--- src/rtl/rgmii_rx_frame.sv ---
// RGMII RX byte-stream frame receiver: preamble/SFD strip, CRC-32 check, length
// qualification, optional FCS strip, packing into OUT_BYTES-wide words with status.
module rgmii_rx_frame #(
  parameter int OUT_BYTES = 4,
  parameter int STRIP_FCS = 1,
  parameter int MIN_LEN   = 64,
  parameter int MAX_LEN   = 1518
) (
  input  logic                   rxClkIn,
  input  logic                   rstIn,
  input  logic [7:0]             rxDataIn,
  input  logic                   rxDataValidIn,
  input  logic                   rxDataErrIn,
  output logic [8*OUT_BYTES-1:0] frameDataOut,
  output logic [OUT_BYTES-1:0]   frameKeepOut,
  output logic                   frameValidOut,
  output logic                   frameLastOut,
  output logic                   statusValidOut,
  output logic                   statusGoodOut,
  output logic                   statusCrcErrOut,
  output logic [15:0]            statusLenOut,
  output logic [31:0]            goodCntOut,
  output logic [31:0]            badCntOut
);

  localparam int CW = $clog2(OUT_BYTES + 1);
  localparam logic [31:0] CRC_RESIDUE = 32'hDEBB20E3;
  localparam logic [31:0] CRC_POLY    = 32'hEDB88320;

  typedef enum logic [1:0] {
    S_IDLE,
    S_PRE,
    S_PAYLOAD,
    S_DROP
  } state_t;

  state_t state_q, state_d;

  logic                   start_frame;
  logic                   take_byte;
  logic                   eof;

  logic [31:0]            crc_q, crc_d;
  logic [15:0]            len_q, len_d;
  logic                   errf_q, errf_d;

  logic [31:0]            dly_q, dly_d;
  logic [2:0]             dly_cnt_q, dly_cnt_d;
  logic                   rel_vld;
  logic [7:0]             rel_byte;

  logic [8*OUT_BYTES-1:0] pk_data_q, pk_data_d;
  logic [CW-1:0]          pk_cnt_q, pk_cnt_d;

  logic [8*OUT_BYTES-1:0] fdat_q, fdat_d;
  logic [OUT_BYTES-1:0]   fkeep_q, fkeep_d;
  logic                   fvld_q, fvld_d;
  logic                   flast_q, flast_d;

  logic                   svld_q, svld_d;
  logic                   sgood_q, sgood_d;
  logic                   scrc_q, scrc_d;
  logic [15:0]            slen_q, slen_d;
  logic [31:0]            gcnt_q, gcnt_d;
  logic [31:0]            bcnt_q, bcnt_d;

  logic                   crc_bad;
  logic                   len_ok;
  logic                   frame_good;

  function automatic logic [31:0] crc_byte(input logic [31:0] c, input logic [7:0] b);
    logic [31:0] r;
    r = c ^ {24'd0, b};
    for (int i = 0; i < 8; i++) begin
      r = r[0] ? ((r >> 1) ^ CRC_POLY) : (r >> 1);
    end
    return r;
  endfunction

  function automatic logic [15:0] sat_inc16(input logic [15:0] v);
    return (v == 16'hFFFF) ? v : v + 16'd1;
  endfunction

  function automatic logic [OUT_BYTES-1:0] keep_mask(input logic [CW-1:0] n);
    logic [OUT_BYTES-1:0] m;
    for (int i = 0; i < OUT_BYTES; i++) begin
      m[i] = (CW'(i) < n);
    end
    return m;
  endfunction

  // Framing FSM: state register
  always_ff @(posedge rxClkIn) begin
    if (rstIn) begin
      state_q <= S_IDLE;
    end else begin
      state_q <= state_d;
    end
  end

  // Framing FSM: next state and per-cycle frame events
  always_comb begin
    state_d     = state_q;
    start_frame = 1'b0;
    take_byte   = 1'b0;
    eof         = 1'b0;
    case (state_q)
      S_IDLE: begin
        if (rxDataValidIn) begin
          state_d = (!rxDataErrIn && rxDataIn == 8'h55) ? S_PRE : S_DROP;
        end
      end
      S_PRE: begin
        if (!rxDataValidIn) begin
          state_d = S_IDLE;
        end else if (rxDataErrIn) begin
          state_d = S_DROP;
        end else if (rxDataIn == 8'h55) begin
          state_d = S_PRE;
        end else if (rxDataIn == 8'hD5) begin
          state_d     = S_PAYLOAD;
          start_frame = 1'b1;
        end else begin
          state_d = S_DROP;
        end
      end
      S_PAYLOAD: begin
        if (rxDataValidIn) begin
          take_byte = 1'b1;
        end else begin
          eof     = 1'b1;
          state_d = S_IDLE;
        end
      end
      S_DROP: begin
        if (!rxDataValidIn) begin
          state_d = S_IDLE;
        end
      end
      default: state_d = S_IDLE;
    endcase
  end

  assign crc_bad    = (crc_q != CRC_RESIDUE);
  assign len_ok     = ({16'd0, len_q} >= 32'(MIN_LEN)) && ({16'd0, len_q} <= 32'(MAX_LEN));
  assign frame_good = !crc_bad && !errf_q && len_ok;

  // Datapath: CRC/length accumulation, FCS delay line, packer, output and status
  always_comb begin
    crc_d     = crc_q;
    len_d     = len_q;
    errf_d    = errf_q;
    dly_d     = dly_q;
    dly_cnt_d = dly_cnt_q;
    rel_vld   = 1'b0;
    rel_byte  = 8'd0;
    pk_data_d = pk_data_q;
    pk_cnt_d  = pk_cnt_q;
    fdat_d    = fdat_q;
    fkeep_d   = fkeep_q;
    fvld_d    = 1'b0;
    flast_d   = 1'b0;
    svld_d    = 1'b0;
    sgood_d   = sgood_q;
    scrc_d    = scrc_q;
    slen_d    = slen_q;
    gcnt_d    = gcnt_q;
    bcnt_d    = bcnt_q;

    if (start_frame) begin
      crc_d     = 32'hFFFFFFFF;
      len_d     = 16'd0;
      errf_d    = 1'b0;
      dly_cnt_d = 3'd0;
      pk_cnt_d  = '0;
    end

    if (take_byte) begin
      crc_d = crc_byte(crc_q, rxDataIn);
      len_d = sat_inc16(len_q);
      if (rxDataErrIn) begin
        errf_d = 1'b1;
      end
      // With stripping, a byte leaves only once four newer bytes sit behind it,
      // so the trailing FCS is never released.
      if (STRIP_FCS != 0) begin
        dly_d    = {dly_q[23:0], rxDataIn};
        rel_vld  = (dly_cnt_q == 3'd4);
        rel_byte = dly_q[31:24];
        if (dly_cnt_q != 3'd4) begin
          dly_cnt_d = dly_cnt_q + 3'd1;
        end
      end else begin
        rel_vld  = 1'b1;
        rel_byte = rxDataIn;
      end
    end

    if (rel_vld) begin
      if (pk_cnt_q == CW'(OUT_BYTES)) begin
        fvld_d         = 1'b1;
        fkeep_d        = '1;
        fdat_d         = pk_data_q;
        pk_data_d      = '0;
        pk_data_d[7:0] = rel_byte;
        pk_cnt_d       = CW'(1);
      end else begin
        pk_data_d[8*int'(pk_cnt_q) +: 8] = rel_byte;
        pk_cnt_d = pk_cnt_q + CW'(1);
      end
    end

    if (eof) begin
      if (pk_cnt_q != '0) begin
        fvld_d   = 1'b1;
        flast_d  = 1'b1;
        fkeep_d  = keep_mask(pk_cnt_q);
        fdat_d   = pk_data_q;
        pk_cnt_d = '0;
      end
      dly_cnt_d = 3'd0;
      svld_d    = 1'b1;
      sgood_d   = frame_good;
      scrc_d    = crc_bad;
      slen_d    = len_q;
      if (frame_good) begin
        gcnt_d = gcnt_q + 32'd1;
      end else begin
        bcnt_d = bcnt_q + 32'd1;
      end
    end
  end

  // Datapath registers
  always_ff @(posedge rxClkIn) begin
    if (rstIn) begin
      crc_q     <= '0;
      len_q     <= '0;
      errf_q    <= 1'b0;
      dly_q     <= '0;
      dly_cnt_q <= '0;
      pk_data_q <= '0;
      pk_cnt_q  <= '0;
      fdat_q    <= '0;
      fkeep_q   <= '0;
      fvld_q    <= 1'b0;
      flast_q   <= 1'b0;
      svld_q    <= 1'b0;
      sgood_q   <= 1'b0;
      scrc_q    <= 1'b0;
      slen_q    <= '0;
      gcnt_q    <= '0;
      bcnt_q    <= '0;
    end else begin
      crc_q     <= crc_d;
      len_q     <= len_d;
      errf_q    <= errf_d;
      dly_q     <= dly_d;
      dly_cnt_q <= dly_cnt_d;
      pk_data_q <= pk_data_d;
      pk_cnt_q  <= pk_cnt_d;
      fdat_q    <= fdat_d;
      fkeep_q   <= fkeep_d;
      fvld_q    <= fvld_d;
      flast_q   <= flast_d;
      svld_q    <= svld_d;
      sgood_q   <= sgood_d;
      scrc_q    <= scrc_d;
      slen_q    <= slen_d;
      gcnt_q    <= gcnt_d;
      bcnt_q    <= bcnt_d;
    end
  end

  assign frameDataOut    = fdat_q;
  assign frameKeepOut    = fkeep_q;
  assign frameValidOut   = fvld_q;
  assign frameLastOut    = flast_q;
  assign statusValidOut  = svld_q;
  assign statusGoodOut   = sgood_q;
  assign statusCrcErrOut = scrc_q;
  assign statusLenOut    = slen_q;
  assign goodCntOut      = gcnt_q;
  assign badCntOut       = bcnt_q;

endmodule

--- config.mk ---
export PLATFORM = sky130hd
export DESIGN_NAME = rgmii_rx_frame
export DESIGN_NICKNAME = d
export VERILOG_FILES = /design/src/rtl/rgmii_rx_frame.sv
export SDC_FILE = /design/constraint.sdc
export NUM_CORES = 1
export LEC_CHECK = 0
export ABC_AREA = 1
export ABC_CLOCK_PERIOD_IN_PS = 3100
export CELL_PAD_IN_SITES_DETAIL_PLACEMENT = 2
export CELL_PAD_IN_SITES_GLOBAL_PLACEMENT = 2
export CORE_AREA = 2 2 201 203
export CTS_CLUSTER_DIAMETER = 50
export DETAILED_ROUTE_END_ITERATION = 8
export DIE_AREA = 0 0 203 205
export GPL_ROUTABILITY_DRIVEN = 1
export HOLD_SLACK_MARGIN = 0.08
export PLACE_DENSITY_LB_ADDON = 0.12
export REMOVE_ABC_BUFFERS = 1
export SLEW_MARGIN = 10
export SYNTH_ARGS = -nofsm -noshare
export SYNTH_HDL_FRONTEND = slang
export SYNTH_SLANG_ARGS = --single-unit
--- constraint.sdc ---
create_clock -name rxClkIn -period 3.1 [get_ports rxClkIn]
set_input_delay 0.62 -clock rxClkIn [delete_from_list [all_inputs] [get_ports rxClkIn]]
set_output_delay 0.62 -clock rxClkIn [all_outputs]
set_load 0.01 [all_outputs]
---- Word-level counts from Yosys, hierarchy flattened ----
Index checks and enable logic that the tools add are counted.
operators by class
  add/sub/neg operators ................... 6
  shift operators ......................... 2
  magnitude comparators ................... 6
  equal/unequal tests ..................... 13
  bitwise operators ....................... 11
  mux-type cells .......................... 59
  reductions and logical operators ........ 17
operators by type and width
  operator                   count
  $mux W32                   15
  $not A13 Y14               8
  $add A32 B1 Y32 const B    2
  $mux W16                   3
  $neg A6 Y33                1
  $shift A8 B33 Y32 const A  1
  $shiftx A8 B33 Y32         1
  $bwmux W32                 1
  $ne A32 B32 Y1 const B     1
  $xor A32 B8 Y32            1
  $mux W3                    8
  $mux W1                    20
  $add A16 B1 Y16 const B    1
  $eq A16 B16 Y1 const B     1
  $ge A16 B7 Y1 const B      1
  $le A16 B11 Y1 const B     1
  $mux W4                    4
  $mux W2                    6
  $eq A8 B7 Y1 const B       1
  $eq A8 B8 Y1 const B       1
  $mux W8                    1
  $reduce_and A2 Y1          4
  $add A3 B1 Y3 const B      2
  $eq A3 B3 Y1 const B       2
  other kinds (14)           27
storage, ports and cells
  register bits ........................... 242
  output and inout bits ................... 121
  word-level logic and storage cells ...... 132

---- Longest topological paths before layout ----
Gate-level depths: netlist of the first run.
  depth in word-level cells ............... 18
  mapped depth ............................ 14

---- Worst setup path before layout of the first run ----
Ideal clock, no wire load.
  path type ............................... flip-flop to flip-flop
  start point ............................. reg pk_cnt_q[0]
  end point ............................... reg pk_data_q[16]
  cell stages (with the launch flop) ...... 10
  setup slack ............................. 0.931 ns
  data required time ...................... 2.968 ns
  setup time .............................. 0.132 ns
  arrival time ............................ 2.037 ns
  cell sequence ........................... dfxtp_1 -> inv_2 -> clkbuf_1 -> ha_1 -> ha_1 -> nand2_1 -> nor4_4 -> nor2_1 -> nand2_1 -> a21oi_1
on the way
  word-level cells in the longest chain between the ends .. 4
  elaborated cells between the ends (all ways) .. 6
  classes of those cells .................. add/sub: 1; eq/ne: 1; shift: 2; mux: 2
ends and longest elaborated chain
  item                                                            line  source
  from (decl)                                                     53    logic [CW-1:0] pk_cnt_q, pk_cnt_d;
  from (signal assigned)                                          261   pk_cnt_q <= pk_cnt_d;
  $neg A6 Y33                                                     208   pk_data_d[8*int'(pk_cnt_q) +: 8] = rel_byte;
  $shiftx A8 B33 Y32 / $shift A8 B33 Y32 (equally long branches)  208
  $bwmux W32                                                      208
  $mux W32 *                                                      200   if (pk_cnt_q == CW'(OUT_BYTES)) begin
  to (signal assigned)                                            260   pk_data_q <= pk_data_d;
  to (decl)                                                       52    logic [8*OUT_BYTES-1:0] pk_data_q, pk_data_d;
Mark *: on every way between the ends. The rest lies on a longest branch, timed or not.
A chain may end at the register's enable or synchronous reset.

---- Worst setup path in the final report of the first run ----
  start point ............................. reg len_q[0]
  end point ............................... reg len_q[8]
on the way
  word-level cells in the longest chain between the ends .. 3
  elaborated cells between the ends (all ways) .. 6
  classes of those cells .................. add/sub: 1; eq/ne: 2; mux: 2; reduce/logical: 1
ends and longest elaborated chain
  item                                                      line  source
  from (decl)                                               44    logic [15:0] len_q, len_d;
  from (signal assigned)                                    256   len_q <= len_d;
  $add A16 B1 Y16 / $eq A16 B16 Y1 (equally long branches)  81    return (v == 16'hFFFF) ? v : v + 16'd1;
  $mux W16 / $ne A2 B2 Y1 (equally long branches)           n/a
  $mux W16 / $reduce_and A2 Y1 (equally long branches)      n/a
Parallel ways exist; a longest one is shown, timed or not. The select of a mux whose other input is x is not followed.

==> metrics.md, run 1 <==
| Metric | Value |
|---|---|
| Status | finished clean |
| Hold_buf cts | 0 |
| # Max-Cap Violations | 0 |
| Internal | 5870 uW |
| Synth warn | 0 |
| Ranking of synthesized cells by area | dfxtp_1 39%, nand2_1 15%, nor2_1 8.0% |
| WP data required | 3.56 ns |
| CP Data Arrival Time | 3.01 ns |
| Fin Clk Skew | 0.0175 ns |
| Fillers | 4708 |
| Fin. max-slew vios | 0 |
| Pre-antenna DRT Iters | 4 |
| Drt drc | 0 |
| Worst flop-to-flop path startpoint | len_q[0] |
| Peak fanout along the critical path | 15 |
| Final std cells w/o fill | 2537 |
| Pin count of the biggest net entering global routing | 113 |
| Via count | 12700 |
| Die Span Y | 205 um |
| H-tree Lvls | 2 |
| Post-CTS Repair Setup Buffers | 0 |
| Final min period | 2.54 ns |
| CTS tree | yes |
| Share of post-route cells with drive strength above 1 | 7.11% |
| Post-synthesis instance total | 1853 |
| Clk_lat worst skew | 0.55 ns |
| # setup viols final | 0 |
| Slew headroom | 55.6% |
| CTS Root Cell | clkbuf_16 |
| Routed Antenna Nets | 0 |
| IO Port Bufs | 132 |
| Detail Placement HPWL | 33.3 mm |
| Clock buffer depth | 3 |
| Sequential cell area fraction in the yosys report | 38.9% |
| Synth Flop Type | dfxtp_1 |
| Commonest cells after routing, fill and taps aside | 500 x nand2_1, 263 x nor2_1, 242 x dfxtp_1, 154 x inv_1, 151 x a21oi_1 |
| Hold WS | 0.457 ns |
| Placed Cells incl. Taps | 2467 |
| NumNets Final | 2006 |
| CTS clock-pin slew for the worst setup and hold paths | 0.05 ns |
| RSZ-0062 raised after global routing | false |
| Crit-path cells | ha_1 > inv_1 > nor2_2 > nand2_1 > o31ai_2 > nand2_2 > inv_2 > nand2_1 > a21oi_1 |
| Gr ovfl total | 0 |
| Crit path from | len_q[0] |
| Top cell by count, worst path | nand2_1 |
| Highest ir drop seen on vdd | 0.000299 V |
| Cell Rows | 73 |
| Leakage | 0.00601 uW |
| Die area | 41600 sq um |
| Max Fclk | 0.393 GHz |
| Global-route wire length before repair | 75.8 mm |
| Post-synth top area cell | dfxtp_1 |
| Syn_area_per_cell | 6.72 sq um |
| WP buf/inv | 2 |
| Final Hold Viols | 0 |
| Clock share of power | 52.3% |
| Unique masters post-synth | 44 |
| GP Congestion | 0.823 |
| Post-synth top area share | 38.9% |
| Core area | 39400 sq um |
| Sequential share of power | 40.3% |
| Wire per inst | 18.5 um |
| I/O pins | 133 |
| NetSw | 2050 uW |
| Slowest-stage cell, CP | dfxtp_1 |
| Sw frac | 25.9% |
| Most common cell after layout, fill and taps aside | nand2_1 |
| Starting density of the core | 31.6% |
| Initial antenna violation count | 2 |
| Hold WC Path Type | reg -> reg |
| Post-synth EDFFs | 0 |
| Crit-path max cell delay | 0.46 ns |
| Via density | 5.02 |
| P&R area growth vs syn | 25.3% |
| Ys async rst share | 0% |
| 1st-iter DRT viols | 457 |
| Synthesized area | 12500 sq um |
| Final wirelength | 47.0 mm |
| Number of global-route vias before repair | 13900 |
| Final worst-path cycle share | 82.0% |
| CP top delay family | simple AND/OR/NAND/NOR gates |
| Comb pwr share | 7.4% |
| TritonCTS Buffers | 39 |
| All-Layer GR Usage | 22.7% |
| Width of the chip | 203 um |
| Hold wc startpoint | dly_q[30] |
| CP startpoint kind | flop |
| Flops & latches, synth | 242 |
| Sink Count | 242 |
| Worst-Margin Slew | 0.665 ns |
| Post-cts sizing count | 0 |
| Crit end category | flop |
| Setup CP Type | reg -> reg |
| Cell area power density | 508 nW/um^2 |
-- power by group through the flow --
stage	Clock, uW	Sequential [uW]	Combinational, uW
4_1_cts	4250	3190	590
3_3_place_gp	0	3260	557
5_1_grt	4390	3200	651
6_report	4140	3190	588
2_1_floorplan	0	3250	336
3_5_place_dp	0	3260	580
-- per-stage QoR --
step           instance area (sq um)  worst slack (ns)  total power [uW]  setup TNS, ns  utilization [%]
6_report                       15600             0.558              7920              0             39.7
5_1_grt                        15600             0.324              8230              0             39.7
2_1_floorplan                  12100             -1.55              3580        -128.33                -
3_5_place_dp                   14400             0.309              3840              0             36.6
3_3_place_gp                   14400             0.406              3810              0             36.6
4_1_cts                        15600             0.559              8030              0             39.7
-- synth_stat cells, types with 2 or more instances --
cell / instances
a211oi_1: 7
inv_2: 8
nand2_1: 501
a22o_1: 3
nor2_4: 3
buf_1: 9
o211ai_1: 5
a21oi_1: 151
buf_4: 4
nor2_1: 264
nand3_1: 103
o221ai_1: 3
o21bai_1: 2
clkinv_1: 3
nand4_1: 46
nor2_2: 9
buf_2: 22
dfxtp_1: 242
o21ai_1: 10
or2_2: 4
o22ai_1: 2
nand3b_1: 21
xor2_1: 59
xnor2_1: 15
nand2_2: 11
xor2_2: 3
nor3_1: 26
o21ai_0: 93
a31oi_1: 8
inv_1: 155
clkbuf_1: 32
buf_6: 7
ha_1: 11
-- final cells by class --
type / instances / area, sq um / area share, %
Multi-Input combinational cell: 1371 / 6630 / 42.5
Sequential cell: 242 / 4840 / 31.0
Timing Repair Buffer: 163 / 1640 / 10.5
Clock buffer: 50 / 1080 / 6.92
Tap cell: 525 / 657 / 4.21
Inverter: 166 / 623 / 3.99
Clock inverter: 18 / 138 / 0.881
Antenna cell: 2 / 5.00 / 0.0321
-- flip-flops by register name (all words and copies together), names as in the netlist, 4 cells and up --
register	flops
badCntOut	32
crc_q	32
dly_q	32
frameDataOut	32
goodCntOut	32
pk_data_q	32
len_q	16
statusLenOut	16
frameKeepOut	4
-- worst paths after layout --
check	cells after the start	to	slack [ns]
max	9	len_q[8]	0.56
min	2	dly_q[30]	0.46
max reg2reg	9	len_q[8]	0.56
min reg2reg	2	dly_q[30]	0.46
-- cell families after synthesis --
kind of cell / share of synthesized area [%]
buf+inv: 7.99
xor+xnor: 5.81
compound gates: 12.3
simple gates: 33.9
fa+ha+maj: 1.10
flops: 38.9
-- tightest hold or removal path: stages, from the launching register on --
cell,delay (ns)
dfxtp_1,0.29
inv_1,0.06
a21oi_1,0.06
-- per-layer routing --
layer / up-vias / track usage (%) / wire length, um
met2: 153 / 40.8 / 23400
met3: 69 / 2.90 / 1220
met5: - / 0 / 0
met4: 0 / 7.56 / 1220
li1: 6230 / - / -
met1: 6296 / 27.9 / 21200
Power figures use the tool's default switching activity.
==> inputs of run 2 (changes only) <==
--- a/config.mk
+++ b/config.mk
@@ -6,13 +6,13 @@
 export NUM_CORES = 1
 export LEC_CHECK = 0
 export ABC_AREA = 1
-export ABC_CLOCK_PERIOD_IN_PS = 3100
+export ABC_CLOCK_PERIOD_IN_PS = 2100
 export CELL_PAD_IN_SITES_DETAIL_PLACEMENT = 2
 export CELL_PAD_IN_SITES_GLOBAL_PLACEMENT = 2
-export CORE_AREA = 2 2 201 203
+export CORE_AREA = 2 2 211 213
 export CTS_CLUSTER_DIAMETER = 50
 export DETAILED_ROUTE_END_ITERATION = 8
-export DIE_AREA = 0 0 203 205
+export DIE_AREA = 0 0 213 215
 export GPL_ROUTABILITY_DRIVEN = 1
 export HOLD_SLACK_MARGIN = 0.08
 export PLACE_DENSITY_LB_ADDON = 0.12
==> constraint.sdc (replaced) <==
create_clock -name rxClkIn -period 2.1 [get_ports rxClkIn]
set_input_delay 0.42 -clock rxClkIn [delete_from_list [all_inputs] [get_ports rxClkIn]]
set_output_delay 0.42 -clock rxClkIn [all_outputs]
set_load 0.01 [all_outputs]
==> run 2 against run 1 <==
Clock skew is 0.0033 ns higher. Design area is 8.9% higher. Global-route usage decreased by 1.6 points. Sequential share of layout area shrank 2.5 points. Critical path type is now reg -> out.
==> metrics.md, run 2 (synthesis results as in run 1) <==
| Metric | Value |
|---|---|
| Worst R2R Path Depth | 11 (+2) |
| Setup TNS | 0 ns (unchanged) |
| Pin count of the biggest net entering global routing | 76 (-33%) |
| Die Span Y | 215 um (+4.9%) |
| Worst-Margin Slew | 0.487 ns (-0.178 ns) |
| Via density | 4.81 (-4.3%) |
| Crit end category | primary output |
| Status | finished clean |
| Hold endpoint | frameLastOut |
| TritonCTS Buffers | 40 (+2.6%) |
| Hold path depth | 2 (unchanged) |
| WP data required | 1.68 ns (-1.88 ns) |
| CTS tree | yes |
| 1st-iter DRT viols | 452 (-1.1%) |
| Finished Cell Area | 17000 sq um (+8.9%) |
| Hold WS | 0.249 ns (-0.209 ns) |
| Fillers | 5200 (+10%) |
| Detail Placement HPWL | 35.3 mm (+5.8%) |
| Share of post-route cells with drive strength above 1 | 13.8% (+6.7 points) |
| Clk_lat worst skew | 0.56 ns (about the same) |
| FF/Latch Area | 4860 sq um (+0.26%) |
| Starting density of the core | 28.5% (-3.1 points) |
| CP top delay family | buffers and inverters |
| Final std cells w/o fill | 2733 (+7.7%) |
| WP buf/inv | 1 (-1) |
| I/O pins | 133 (unchanged) |
| Gr ovfl total | 0 (unchanged) |
| Width of the chip | 213 um (+4.9%) |
| Clock buffer depth | 3 (unchanged) |
| Core area | 43600 sq um (+11%) |
| Leakage | 0.00674 uW (+12%) |
| Worst r2r dst | badCntOut[3] |
| Sink Count | 242 (unchanged) |
| CP startpoint kind | flop |
| Placed Cells incl. Taps | 2658 (+7.7%) |
| RSZ-0062 raised after global routing | true |
| Routed Antenna Nets | 0 (unchanged) |
| Via count | 13100 (+3.0%) |
| Most common cell after layout, fill and taps aside | nand2_1 |
| Fin. max-slew vios | 0 (unchanged) |
| H-tree Lvls | 2 (unchanged) |
| Pre-antenna DRT Iters | 4 (unchanged) |
| Hold_buf cts | 0 (unchanged) |
| All-Layer GR Usage | 21.1% (-1.6 points) |
| Antenna Cells | 0 (-2) |
| Slowest-stage cell, CP | clkdlybuf4s50_1 |
| Crit-path max cell delay | 0.59 ns (+0.13 ns) |
| CP Data Arrival Time | 1.61 ns (-1.40 ns) |
| Highest ir drop seen on vdd | 0.000482 V (+61%) |
| Fin Clk Skew | 0.0208 ns (+0.00327 ns) |
| Final min period | 2.03 ns |
| Number of global-route vias before repair | 14200 (+2.1%) |
| Drt drc | 0 (unchanged) |
| # setup viols final | 0 (unchanged) |
| Cell Area, Placed | 15500 sq um (+8.0%) |
| Initial antenna violation count | 0 (-2) |
| Area of the multi-input gates | 6700 sq um (+1.0%) |
| Crit-path cells | clkdlybuf4s50_1 |
| Cell area power density | 730 nW/um^2 (+44%) |
| Final wirelength | 47.9 mm (+2.0%) |
| Internal reg-to-reg setup slack | 0.10 ns (-0.46 ns) |
| Hold WC Path Type | in -> reg |
| NumNets Final | 2133 (+6.3%) |
| Commonest cells after routing, fill and taps aside | 497 x nand2_1, 256 x nor2_1, 232 x dfxtp_1, 153 x inv_1, 151 x a21oi_1 |
| Peak fanout along the critical path | 5 (-10) |
| CTS Root Cell | clkbuf_16 |
| # Max-Cap Violations | 0 (unchanged) |
| Hold wc startpoint | rstIn |
| GP Congestion | 0.804 (-2.3%) |
| Cell Rows | 77 (+5.5%) |
| P&R area growth vs syn | 36.5% |
| Final Util | 39.0% (-0.69 points) |
| Final Hold Viols | 0 (unchanged) |
| Wire per inst | 17.5 um (-5.3%) |
| Worst flop-to-flop path startpoint | crc_q[19] |
| Final worst-path cycle share | 96.8% |
| CTS clock-pin slew for the worst setup and hold paths | 0.06 ns (about the same) |
| Global-route wire length before repair | 77.3 mm (+2.1%) |
| Slew headroom | 67.3% (+12 points) |
| Die area | 45800 sq um (+10%) |
| Setup CP Type | reg -> out |
| Max Fclk | 0.492 GHz |
| IO Port Bufs | 132 (unchanged) |
run 2: metal layers:
layer	track usage [%]	part of all wire, %	up-vias
met2	36.5	49	115
met5	0	0	-
met3	2.46	2.2	55
met1	27.5	47	6475
met4	5.92	1.8	0
li1	-	-	6491
run 2: worst max path at each step:
stage / startpoint / depth (start not counted) / end
CTS: badCntOut[24] / 1 / badCntOut[24]
global placement: rxDataIn[3] / 12 / crc_q[16]
floorplan: state_q[1] / 11 / frameDataOut[0]
detailed placement: rxDataIn[2] / 12 / crc_q[26]
finish: badCntOut[7] / 1 / badCntOut[7]
global route: pk_cnt_q[0] / 9 / pk_data_q[5]
run 2: stage by stage:
stage          setup WS (ns)  total power [uW]
2_1_floorplan          -2.46              5290
4_1_cts              0.00538             12600
5_1_grt              -0.0163             12900
3_3_place_gp          -0.213              5820
3_5_place_dp          -0.332              5870
6_report              0.0671             12400
run 2: repair_timing:
| item | in CTS | in global routing |
|---|---|---|
| setup buffers | 0 | 1 |
| resized for setup | 6 | 29 |
| cloned | 0 | 1 |
| endpoints found under the setup margin | 33 | 81 |
| pin swaps | 0 | 2 |
run 2: cell type report:
type	count	share of cell area [%]
flip-flops and latches	242	28.6
repair buffers	289	16.2
multi-input cells	1371	39.4
clock inverters	18	1.27
well taps	592	4.35
clock buffers	55	6.57
inverters	166	3.69
run 2: power breakdown:
part | total (uW) | internal, uW | switching [uW]
Clock | 6630 | 4130 | 2500
Sequential | 4710 | 4660 | 49.6
Combinational | 1080 | 427 | 651
Total | 12400 | 9210 | 3200
